<file path="src/rtl/afe_l2_router.sv">
// ---------------------------------------------------------------------------
// afe_l2_router
// Streams AFE samples from the sample buffer to L2 channels. Each accepted
// sample is matched against a per-channel chid/subchid table (lowest channel
// wins), decimated per channel, masked, and registered onto a valid/ready
// output consumed by the L2 address generators. Flagged samples are reported
// on a separate valid/ready flag stream. Unmatched samples are counted.
//
// Optional feature macro: AFE_ROUTER_FLAG_FIFO_EN
//   defined   : flag reports are queued in a FLAG_FIFO_DEPTH-entry FIFO
//               (FLAG_FIFO_DEPTH must be a power of 2, >= 2)
//   undefined : a single flag report register, newest report wins
//
// Ports
//   clk_i, rst_i                 clock, async active-high reset
//   clr_i                        sync clear of pipeline, decim counters,
//                                flag storage, drop count, overflow flag
//   cfg_ch_*_i                   per-channel match/decimation table (packed,
//                                channel i at [i*W +: W])
//   cfg_mask_mode_i              00 raw, 01 payload+flags, 10 payload,
//                                11 sign-extended payload
//   cfg_flag_en_i/cfg_flag_mask_i flag reporting control
//   in_valid_i/in_ready_o/in_data_i          buffer-side stream
//   out_valid_o/out_ready_i/out_data_o/out_ch_o  L2-side stream
//   out_tf_o                     one-hot transfer pulse on output handshake
//   flag_valid_o/flag_ready_i/flag_data_o    flag report stream
//   drop_cnt_o                   saturating count of unmatched samples
//   flag_ovf_o                   sticky: a flag report was lost
// ---------------------------------------------------------------------------
module afe_l2_router #(
    parameter int unsigned DATA_WIDTH      = 32,
    parameter int unsigned PL_WIDTH        = 16,
    parameter int unsigned CHID_LSB        = 28,
    parameter int unsigned CHID_WIDTH      = 4,
    parameter int unsigned SUBCHID_LSB     = 24,
    parameter int unsigned SUBCHID_WIDTH   = 4,
    parameter int unsigned FLAG_LSB        = 16,
    parameter int unsigned FLAG_WIDTH      = 4,
    parameter int unsigned NUM_CHS         = 8,
    parameter int unsigned DECIM_WIDTH     = 8,
    parameter int unsigned FLAG_FIFO_DEPTH = 4
) (
    input  logic                             clk_i,
    input  logic                             rst_i,
    input  logic                             clr_i,
    input  logic [NUM_CHS-1:0]               cfg_ch_en_i,
    input  logic [NUM_CHS*CHID_WIDTH-1:0]    cfg_ch_chid_i,
    input  logic [NUM_CHS*SUBCHID_WIDTH-1:0] cfg_ch_subchid_i,
    input  logic [NUM_CHS-1:0]               cfg_ch_sub_en_i,
    input  logic [NUM_CHS*DECIM_WIDTH-1:0]   cfg_ch_decim_i,
    input  logic [1:0]                       cfg_mask_mode_i,
    input  logic                             cfg_flag_en_i,
    input  logic [FLAG_WIDTH-1:0]            cfg_flag_mask_i,
    input  logic                             in_valid_i,
    output logic                             in_ready_o,
    input  logic [DATA_WIDTH-1:0]            in_data_i,
    output logic                             out_valid_o,
    input  logic                             out_ready_i,
    output logic [31:0]                      out_data_o,
    output logic [$clog2(NUM_CHS)-1:0]       out_ch_o,
    output logic [NUM_CHS-1:0]               out_tf_o,
    output logic                             flag_valid_o,
    input  logic                             flag_ready_i,
    output logic [31:0]                      flag_data_o,
    output logic [15:0]                      drop_cnt_o,
    output logic                             flag_ovf_o
);

    localparam int unsigned CH_W  = $clog2(NUM_CHS);
    localparam int unsigned OUT_W = 32;

    // Build a 32-bit mask covering [lsb +: w].
    function automatic logic [OUT_W-1:0] field_mask(input int unsigned lsb, input int unsigned w);
        logic [OUT_W-1:0] m;
        m = '0;
        for (int unsigned b = 0; b < OUT_W; b++) begin
            if (b >= lsb && b < lsb + w) m[b] = 1'b1;
        end
        return m;
    endfunction

    localparam logic [OUT_W-1:0] PL_MASK   = field_mask(0, PL_WIDTH);
    localparam logic [OUT_W-1:0] FLAG_MASK = field_mask(FLAG_LSB, FLAG_WIDTH);

    // ------------------------------------------------------------------
    // Field extraction
    // ------------------------------------------------------------------
    logic [CHID_WIDTH-1:0]    s_chid;
    logic [SUBCHID_WIDTH-1:0] s_subchid;
    logic [FLAG_WIDTH-1:0]    s_flags;
    logic [OUT_W-1:0]         din32;

    assign s_chid    = in_data_i[CHID_LSB +: CHID_WIDTH];
    assign s_subchid = in_data_i[SUBCHID_LSB +: SUBCHID_WIDTH];
    assign s_flags   = in_data_i[FLAG_LSB +: FLAG_WIDTH];
    assign din32     = OUT_W'(in_data_i);

    // ------------------------------------------------------------------
    // Input handshake
    // ------------------------------------------------------------------
    logic accept;

    assign in_ready_o = !clr_i && (!out_valid_o || out_ready_i);
    assign accept     = in_valid_i && in_ready_o;

    // ------------------------------------------------------------------
    // Channel match: lowest enabled channel whose chid (and subchid, when
    // required) equals the sample's fields.
    // ------------------------------------------------------------------
    logic            match;
    logic [CH_W-1:0] match_idx;

    always_comb begin
        match     = 1'b0;
        match_idx = '0;
        for (int i = 0; i < NUM_CHS; i++) begin
            if (!match && cfg_ch_en_i[i]
                && (s_chid == cfg_ch_chid_i[i*CHID_WIDTH +: CHID_WIDTH])
                && (!cfg_ch_sub_en_i[i]
                    || (s_subchid == cfg_ch_subchid_i[i*SUBCHID_WIDTH +: SUBCHID_WIDTH]))) begin
                match     = 1'b1;
                match_idx = CH_W'(i);
            end
        end
    end

    // ------------------------------------------------------------------
    // Decimation: forward when the channel counter is zero; the counter
    // walks 0..decim and wraps.
    // ------------------------------------------------------------------
    logic [DECIM_WIDTH-1:0] dcnt_q [NUM_CHS];
    logic [DECIM_WIDTH-1:0] sel_dcnt;
    logic [DECIM_WIDTH-1:0] sel_decim;
    logic                   fwd;

    assign sel_dcnt  = dcnt_q[match_idx];
    assign sel_decim = cfg_ch_decim_i[match_idx*DECIM_WIDTH +: DECIM_WIDTH];
    assign fwd       = accept && match && (sel_dcnt == '0);

    always_ff @(posedge clk_i or posedge rst_i) begin
        if (rst_i) begin
            for (int i = 0; i < NUM_CHS; i++) dcnt_q[i] <= '0;
        end else if (clr_i) begin
            for (int i = 0; i < NUM_CHS; i++) dcnt_q[i] <= '0;
        end else if (accept && match) begin
            dcnt_q[match_idx] <= (sel_dcnt >= sel_decim) ? '0 : sel_dcnt + DECIM_WIDTH'(1);
        end
    end

    // ------------------------------------------------------------------
    // Payload masking
    // ------------------------------------------------------------------
    logic [OUT_W-1:0] masked;

    always_comb begin
        masked = '0;
        case (cfg_mask_mode_i)
            2'b00:   masked = din32;
            2'b01:   masked = din32 & (PL_MASK | FLAG_MASK);
            2'b10:   masked = din32 & PL_MASK;
            default: begin
                for (int unsigned b = 0; b < OUT_W; b++) begin
                    masked[b] = (b < PL_WIDTH) ? din32[b] : din32[PL_WIDTH-1];
                end
            end
        endcase
    end

    // ------------------------------------------------------------------
    // Output register. A new sample can only be accepted when the slot is
    // empty or draining this cycle, so a forward always overwrites safely.
    // ------------------------------------------------------------------
    always_ff @(posedge clk_i or posedge rst_i) begin
        if (rst_i) begin
            out_valid_o <= 1'b0;
            out_data_o  <= '0;
            out_ch_o    <= '0;
        end else if (clr_i) begin
            out_valid_o <= 1'b0;
        end else if (fwd) begin
            out_valid_o <= 1'b1;
            out_data_o  <= masked;
            out_ch_o    <= match_idx;
        end else if (out_ready_i) begin
            out_valid_o <= 1'b0;
        end
    end

    // Transfer pulse to the addressed channel's address generator.
    always_comb begin
        out_tf_o = '0;
        if (out_valid_o && out_ready_i) out_tf_o[out_ch_o] = 1'b1;
    end

    // ------------------------------------------------------------------
    // Drop counter (saturating)
    // ------------------------------------------------------------------
    always_ff @(posedge clk_i or posedge rst_i) begin
        if (rst_i) begin
            drop_cnt_o <= '0;
        end else if (clr_i) begin
            drop_cnt_o <= '0;
        end else if (accept && !match && (drop_cnt_o != 16'hFFFF)) begin
            drop_cnt_o <= drop_cnt_o + 16'd1;
        end
    end

    // ------------------------------------------------------------------
    // Flag report generation
    // ------------------------------------------------------------------
    logic        flag_hit;
    logic        flag_pop;
    logic [31:0] flag_word;

    assign flag_hit  = accept && match && cfg_flag_en_i && (|(s_flags & cfg_flag_mask_i));
    assign flag_word = {8'(s_chid), 8'(s_flags), 8'(match_idx), 8'h00};
    assign flag_pop  = flag_valid_o && flag_ready_i;

`ifdef AFE_ROUTER_FLAG_FIFO_EN
    // ------------------------------------------------------------------
    // Flag FIFO. When full, a push is kept only if a pop frees a slot in
    // the same cycle; otherwise it is lost and flag_ovf_o is set.
    // ------------------------------------------------------------------
    localparam int unsigned FAW = $clog2(FLAG_FIFO_DEPTH);

    logic [31:0]  fmem_q [FLAG_FIFO_DEPTH];
    logic [FAW-1:0] wptr_q;
    logic [FAW-1:0] rptr_q;
    logic [FAW:0]   fcnt_q;
    logic           full;
    logic           push;

    assign full         = (fcnt_q == (FAW+1)'(FLAG_FIFO_DEPTH));
    assign push         = flag_hit && (!full || flag_pop);
    assign flag_valid_o = (fcnt_q != '0);
    assign flag_data_o  = fmem_q[rptr_q];

    always_ff @(posedge clk_i or posedge rst_i) begin
        if (rst_i) begin
            for (int i = 0; i < FLAG_FIFO_DEPTH; i++) fmem_q[i] <= '0;
            wptr_q     <= '0;
            rptr_q     <= '0;
            fcnt_q     <= '0;
            flag_ovf_o <= 1'b0;
        end else if (clr_i) begin
            wptr_q     <= '0;
            rptr_q     <= '0;
            fcnt_q     <= '0;
            flag_ovf_o <= 1'b0;
        end else begin
            if (push) begin
                fmem_q[wptr_q] <= flag_word;
                wptr_q         <= wptr_q + FAW'(1);
            end
            if (flag_pop) begin
                rptr_q <= rptr_q + FAW'(1);
            end
            case ({push, flag_pop})
                2'b10:   fcnt_q <= fcnt_q + (FAW+1)'(1);
                2'b01:   fcnt_q <= fcnt_q - (FAW+1)'(1);
                default: fcnt_q <= fcnt_q;
            endcase
            if (flag_hit && full && !flag_pop) begin
                flag_ovf_o <= 1'b1;
            end
        end
    end
`else
    // ------------------------------------------------------------------
    // Single flag register. A new report replaces the held one; replacing
    // a report that is not being popped this cycle marks an overflow.
    // ------------------------------------------------------------------
    always_ff @(posedge clk_i or posedge rst_i) begin
        if (rst_i) begin
            flag_valid_o <= 1'b0;
            flag_data_o  <= '0;
            flag_ovf_o   <= 1'b0;
        end else if (clr_i) begin
            flag_valid_o <= 1'b0;
            flag_data_o  <= '0;
            flag_ovf_o   <= 1'b0;
        end else if (flag_hit) begin
            flag_valid_o <= 1'b1;
            flag_data_o  <= flag_word;
            if (flag_valid_o && !flag_ready_i) begin
                flag_ovf_o <= 1'b1;
            end
        end else if (flag_pop) begin
            flag_valid_o <= 1'b0;
        end
    end
`endif

endmodule

</file>
<file path="config.mk">
export PLATFORM = sky130hd
export DESIGN_NAME = afe_l2_router
export DESIGN_NICKNAME = d
export VERILOG_FILES = /design/src/rtl/afe_l2_router.sv
export SDC_FILE = /design/constraint.sdc
export NUM_CORES = 1
export LEC_CHECK = 0
export CAP_MARGIN = 20
export CORE_MARGIN = 2
export CORE_UTILIZATION = 60
export DETAILED_ROUTE_END_ITERATION = 7
export DONT_BUFFER_PORTS = 1
export GPL_ROUTABILITY_DRIVEN = 0
export PLACE_DENSITY = 0.76
export SLEW_MARGIN = 5
export SYNTH_ARGS = -nofsm -noshare
export SYNTH_HDL_FRONTEND = slang
export SYNTH_SLANG_ARGS = --single-unit
</file>
<file path="constraint.sdc">
create_clock -name clk_i -period 9.26 [get_ports clk_i]
set_clock_uncertainty 0.1 [all_clocks]
set_input_delay 1.852 -clock clk_i [delete_from_list [all_inputs] [get_ports clk_i]]
set_output_delay 1.852 -clock clk_i [all_outputs]
set_load 0.05 [all_outputs]
</file>
After elaboration in Yosys (flattened, before gate mapping)

Index checks and enable logic that the tools add are counted.

$add $sub $neg: 2
Equal/unequal tests: 19
Shift-type cells: 1
Reduce and logical (&&, ||, !) cells: 75
Order comparisons: 5
Bitwise gates (word level): 3
Multiplexer cells: 41

Operator list:

| operator              | number |
|---|---|
| $mux 64               | 2 |
| $pmux 32 s3           | 1 |
| $bwmux 64             | 1 |
| $eq 4x4->1            | 16 |
| $mux 32               | 2 |
| $shiftx 64x7->8       | 1 |
| $mux 8                | 5 |
| $logic_and 1x1->1     | 36 |
| $mux 16               | 2 |
| $bmux 8 s3            | 1 |
| $demux 8 s3           | 1 |
| $logic_not 1->1       | 19 |
| $mux 1                | 19 |
| $add 16x1->16 const B | 1 |
| $ne 16x16->1 const B  | 1 |
| $mux 3                | 5 |
| $logic_or 1x1->1      | 9 |
| $add 8x1->8 const B   | 1 |
| $ge 8x8->1            | 1 |
| $logic_not 8->1       | 1 |
| $reduce_bool 2->1     | 4 |
| $reduce_bool 3->1     | 2 |
| $and 4x4->4           | 1 |
| $ge 4x4->1 const B    | 1 |
| 12 further kinds      | 13 |

Register bits: 150
Input bits: 189
Word-level logic and storage cells: 161

Logic depth before layout (Yosys ltp)

Depth in word-level cells: 48
Gate-level depth with buffers: 24
Depth with buffers taken out: 21

Worst setup path before layout

No wires, ideal clock.

Kind: input port to flip-flop
Start point: input port in_data_i[27]
End point: register dcnt_q[56] in the netlist's numbering
Path buffers: 4
Slack: 2.993 ns
Data required time: 9.077 ns
Library setup time: 0.083 ns
Arrival time: 6.084 ns
Cell stages on the path: 22
Path through: buf_4 -> xor2_1 -> o41ai_4 -> and3_1 -> buf_2 -> nor4_2 -> buf_2 -> a32oi_1 -> a311oi_1 -> o21ai_1 -> ha_1 -> nand2b_1 -> a21o_1 -> a21o_1 -> a21o_1 -> a21o_1 -> a21o_1 -> a21o_1 -> a21oi_1 -> clkbuf_1 -> nand2_1 -> o21ai_0

Word-level cells in the longest chain between the ends: 48
Elaborated cells between the ends (all ways): 78
Those cells by class: add/sub (1); order compare (3); eq/ne (8); shift (1); mux (24); bitwise (1); reduce/logical (40)

RTL lines:

| element                                                             | RTL line | text |
|---|---|---|
| start, declared                                                     | 56       | `input logic [DATA_WIDTH-1:0] in_data_i,` |
| parallel branches: the longest is 48 deep, another holds $eq 4x4->1 | -        |  |
| end signal, assigned by index                                       | 146      | `dcnt_q[match_idx] <= (sel_dcnt >= sel_decim) ? '0 : sel_dcnt + DECIM_WIDTH'(1);` |
| end, declared                                                       | 131      | `logic [DECIM_WIDTH-1:0] dcnt_q [NUM_CHS];` |

Several ways; the timed one is not identified. The select of a mux whose other input is x is not followed.
A chain may end at the register's enable or synchronous reset.

Final worst setup path

Start point: input port in_data_i[27]
End point: register dcnt_q[1] in the netlist's numbering

Same word-level chain as after synthesis.

==> flow_summary.toml <==
[setup_path]
cp.required_ps = 9520
path_class = "in -> reg"
critPathLaunchType = "input port"
end_kind = "flip-flop"
worstPathMaxFanout = 9
crit_arrival_ps = 7350

[grt]
grt_remaining_overflow = 0
grt_pass1_wl_um = 37700
grt_max_degree = 70
antenna_found_initial = 0
grt_pass1_vias = 6770
grt_use_total_pct = 34.4

[power]
p_sw_mw = 0.659
p_int_mw = 1.14
ir_worst_vdd_uv = 160
power_frac_comb_pct = 12.5
power.leakage_nw = 3.84
p_sw_share_pct = 36.6
p_per_area_nw_per_um2 = 212
seqPwrFrac_pct = 48.2
pwr-share-clk_pct = 39.3

[timing]
fmax_mhz = 141
slew_headroom_pct = 22.4
setup_tns_ps = 0
fin_ws_ps = 2160
finalCritPeriodShare_pct = 76.6
drv_slew = 0
finalSetupViolations = 0
fin_crit_ps = 7100
rsz0062_at_grt = "false"
tightest_slew_ps = 1160
hold_violations = 0

[finish]
fin_util_pct = 66.8
final_common_cell = "dfrtp_1"
syn2layout_area_growth_pct = 7.51
drive_above_1_share_pct = 9.85
n_antenna_cell = 0
final_nets = 1040
layout_common_cells = "dfrtp_1, nand2_1, nand3_1"

[routing]
finalWirelength_um = 24200
top_layer = "met4"
first_pass_iters = 6
wl_met3_um = 2360
drt_iter0_markers = 858
via_count = 6956
dr_wl_met2_um = 11700
wl_met1_um = 8950
route.detailed.drc = 0
vias_per_cell = 6.79
ant_nets = 0
wire_per_inst_um = 23.6

[die]
fp-row-count = 41
design.core.area_um2 = 12700
die_width_um = 119
ios = 284
fp.dieArea_um2 = 14100
initial_core_util_pct = 62.2
die_h_um = 119

[placement]
pre_cts_ws_ps = 1150
portBuffers = 0
hpwl_um = 17900

[clock_network]
cts-buffers-inserted = 17
cts.htree.levels = 4
tritoncts = "built"
cts_setup_buffers = 0
clkSlewWorstSetupHoldPaths_ps = 60
clock_sinks = 129
cts_buffer_depth = 2
postCtsHoldBufs = 0
cts_resized = 0
root_buffer = "clkbuf_16"
insertion_delay_ps = 430

[logic_synthesis]
ys_seq_area_share_pct = 40.8
ys_ff_latch = 129
synth.avg_cell_area_um2 = 9.20
synth_cells = 860
netlist_area_um2 = 7910
synth.distinct_cells = 67
async_reset_ff_share_pct = 100
synth_edf_count = 0
ys_dominant_reg_cell = "dfrtp_1"
yosysWarnings = 0

[run]
maxCapViolCount = 0

[outcome]
status = "finished, final reports clean"

[hold_path]
min_path_type = "reg -> reg"
==> metrics by stage <==
| stage | power, mW | cell area [um^2] | hold WS, ps | std cells |
|---|---|---|---|---|
| floorplan | 1.05 | 7980 | 350 | 880 |
| global placement | 1.09 | 7870 | 381 | 992 |
| detailed placement | 1.10 | 7870 | 386 | 992 |
| CTS | 1.80 | 8500 | 398 | 1024 |
| global route | 1.86 | 8500 | 415 | 1025 |
| finish | 1.80 | 8500 | 404 | 1025 |
==> final timing paths <==
check	from	endpoint	slack, ps	cells past startpoint
worst max-delay path	in_data_i[27]	dcnt_q[1]	2160	20
worst min-delay path	dcnt_q[61]	dcnt_q[61]	400	1
worst max register to register	out_valid_o	out_data_o[4]	4640	8
worst min register to register	dcnt_q[61]	dcnt_q[61]	400	1
max in group asynchronous	rst_i	dcnt_q[34]	6350	2
min in group asynchronous	rst_i	out_data_o[13]	1320	1
==> metal layers <==
| metal | vias up | track usage, % |
|---|---|---|
| met4 | 0 | 17.6 |
| met1 | 3373 | 42.8 |
| met3 | 105 | 8.57 |
| met5 | - | 0 |
| li1 | 2987 | - |
| met2 | 491 | 55.7 |
==> power groups by stage <==
| stage | combinational, mW | sequential [mW] | clock (mW) |
|---|---|---|---|
| floorplan | 0.190 | 0.860 | 0 |
| global placement | 0.211 | 0.875 | 0 |
| detailed placement | 0.219 | 0.878 | 0 |
| CTS | 0.221 | 0.867 | 0.712 |
| global route | 0.247 | 0.871 | 0.742 |
| finish | 0.225 | 0.868 | 0.707 |
==> cell families (layout without fill, tap and decap cells) <==
group	count (synthesis)	after routing	share of synthesized area, %
flip-flops	129	129	40.8
other	1	21	0.0474
AO/OA/AOI/OAI	185	185	16.5
multiplexers	47	47	6.39
AND/OR/NAND/NOR	295	295	18.5
XOR/XNOR	83	83	9.19
buffers and inverters	109	82	6.80
adder cells (fa/ha/maj)	11	11	1.74
==> critical path, stage by stage <==
cell	delay (ps)
xor2_1	140
o41ai_1	840
nand4_1	440
o21ai_1	360
a32oi_1	320
a311oi_1	400
o21ai_1	220
ha_1	330
nand2b_1	150
a21o_1	170
a21o_1	170
a21o_1	170
a21o_1	170
a21o_1	170
a21o_1	170
a21oi_1	370
buf_4	280
nand2_1	220
mux2_2	340
nor2_1	80
==> final cells by class <==
type | instances | area (um^2)
inverters | 43 | 164
clock buffers | 19 | 453
clock inverters | 13 | 173
multi-input cells | 642 | 4220
repair buffers | 7 | 52.6
fillers | 1023 | 4220
flip-flops and latches | 129 | 3230
well taps | 172 | 215
==> synthesized netlist by cell type (5+ instances only) <==
cell type	instances	share of area, %
dfrtp_1	129	41
nand2_1	77	3.7
nand3_1	75	4.7
nor2_1	71	3.4
o21ai_0	71	4.5
xor2_1	65	7.2
inv_1	41	1.9
buf_4	27	2.6
clkbuf_1	27	1.3
a21oi_1	24	1.5
mux2i_1	19	2.4
xnor2_1	18	2.0
mux2_1	17	2.4
nor3_1	16	1.0
ha_1	11	1.7
mux2_2	11	1.6
buf_2	10	0.63
o22ai_1	10	0.79
a21o_1	9	0.85
nand4_1	9	0.71
and3_1	8	0.63
and4_1	8	0.89
o221ai_1	8	0.89
o32ai_1	7	0.78
o41ai_2	6	1.2
a222oi_1	5	0.63
nor4_1	5	0.40
==> state kept, by name (all words and copies together), names as in the netlist <==
register	flops
flag_ovf_o	1
out_ch_o	3
dcnt_q	64
flag_data_o	11
out_valid_o	1
drop_cnt_o	16
flag_valid_o	1
out_data_o	32
Note: power is estimated with default switching activity, not from simulation.
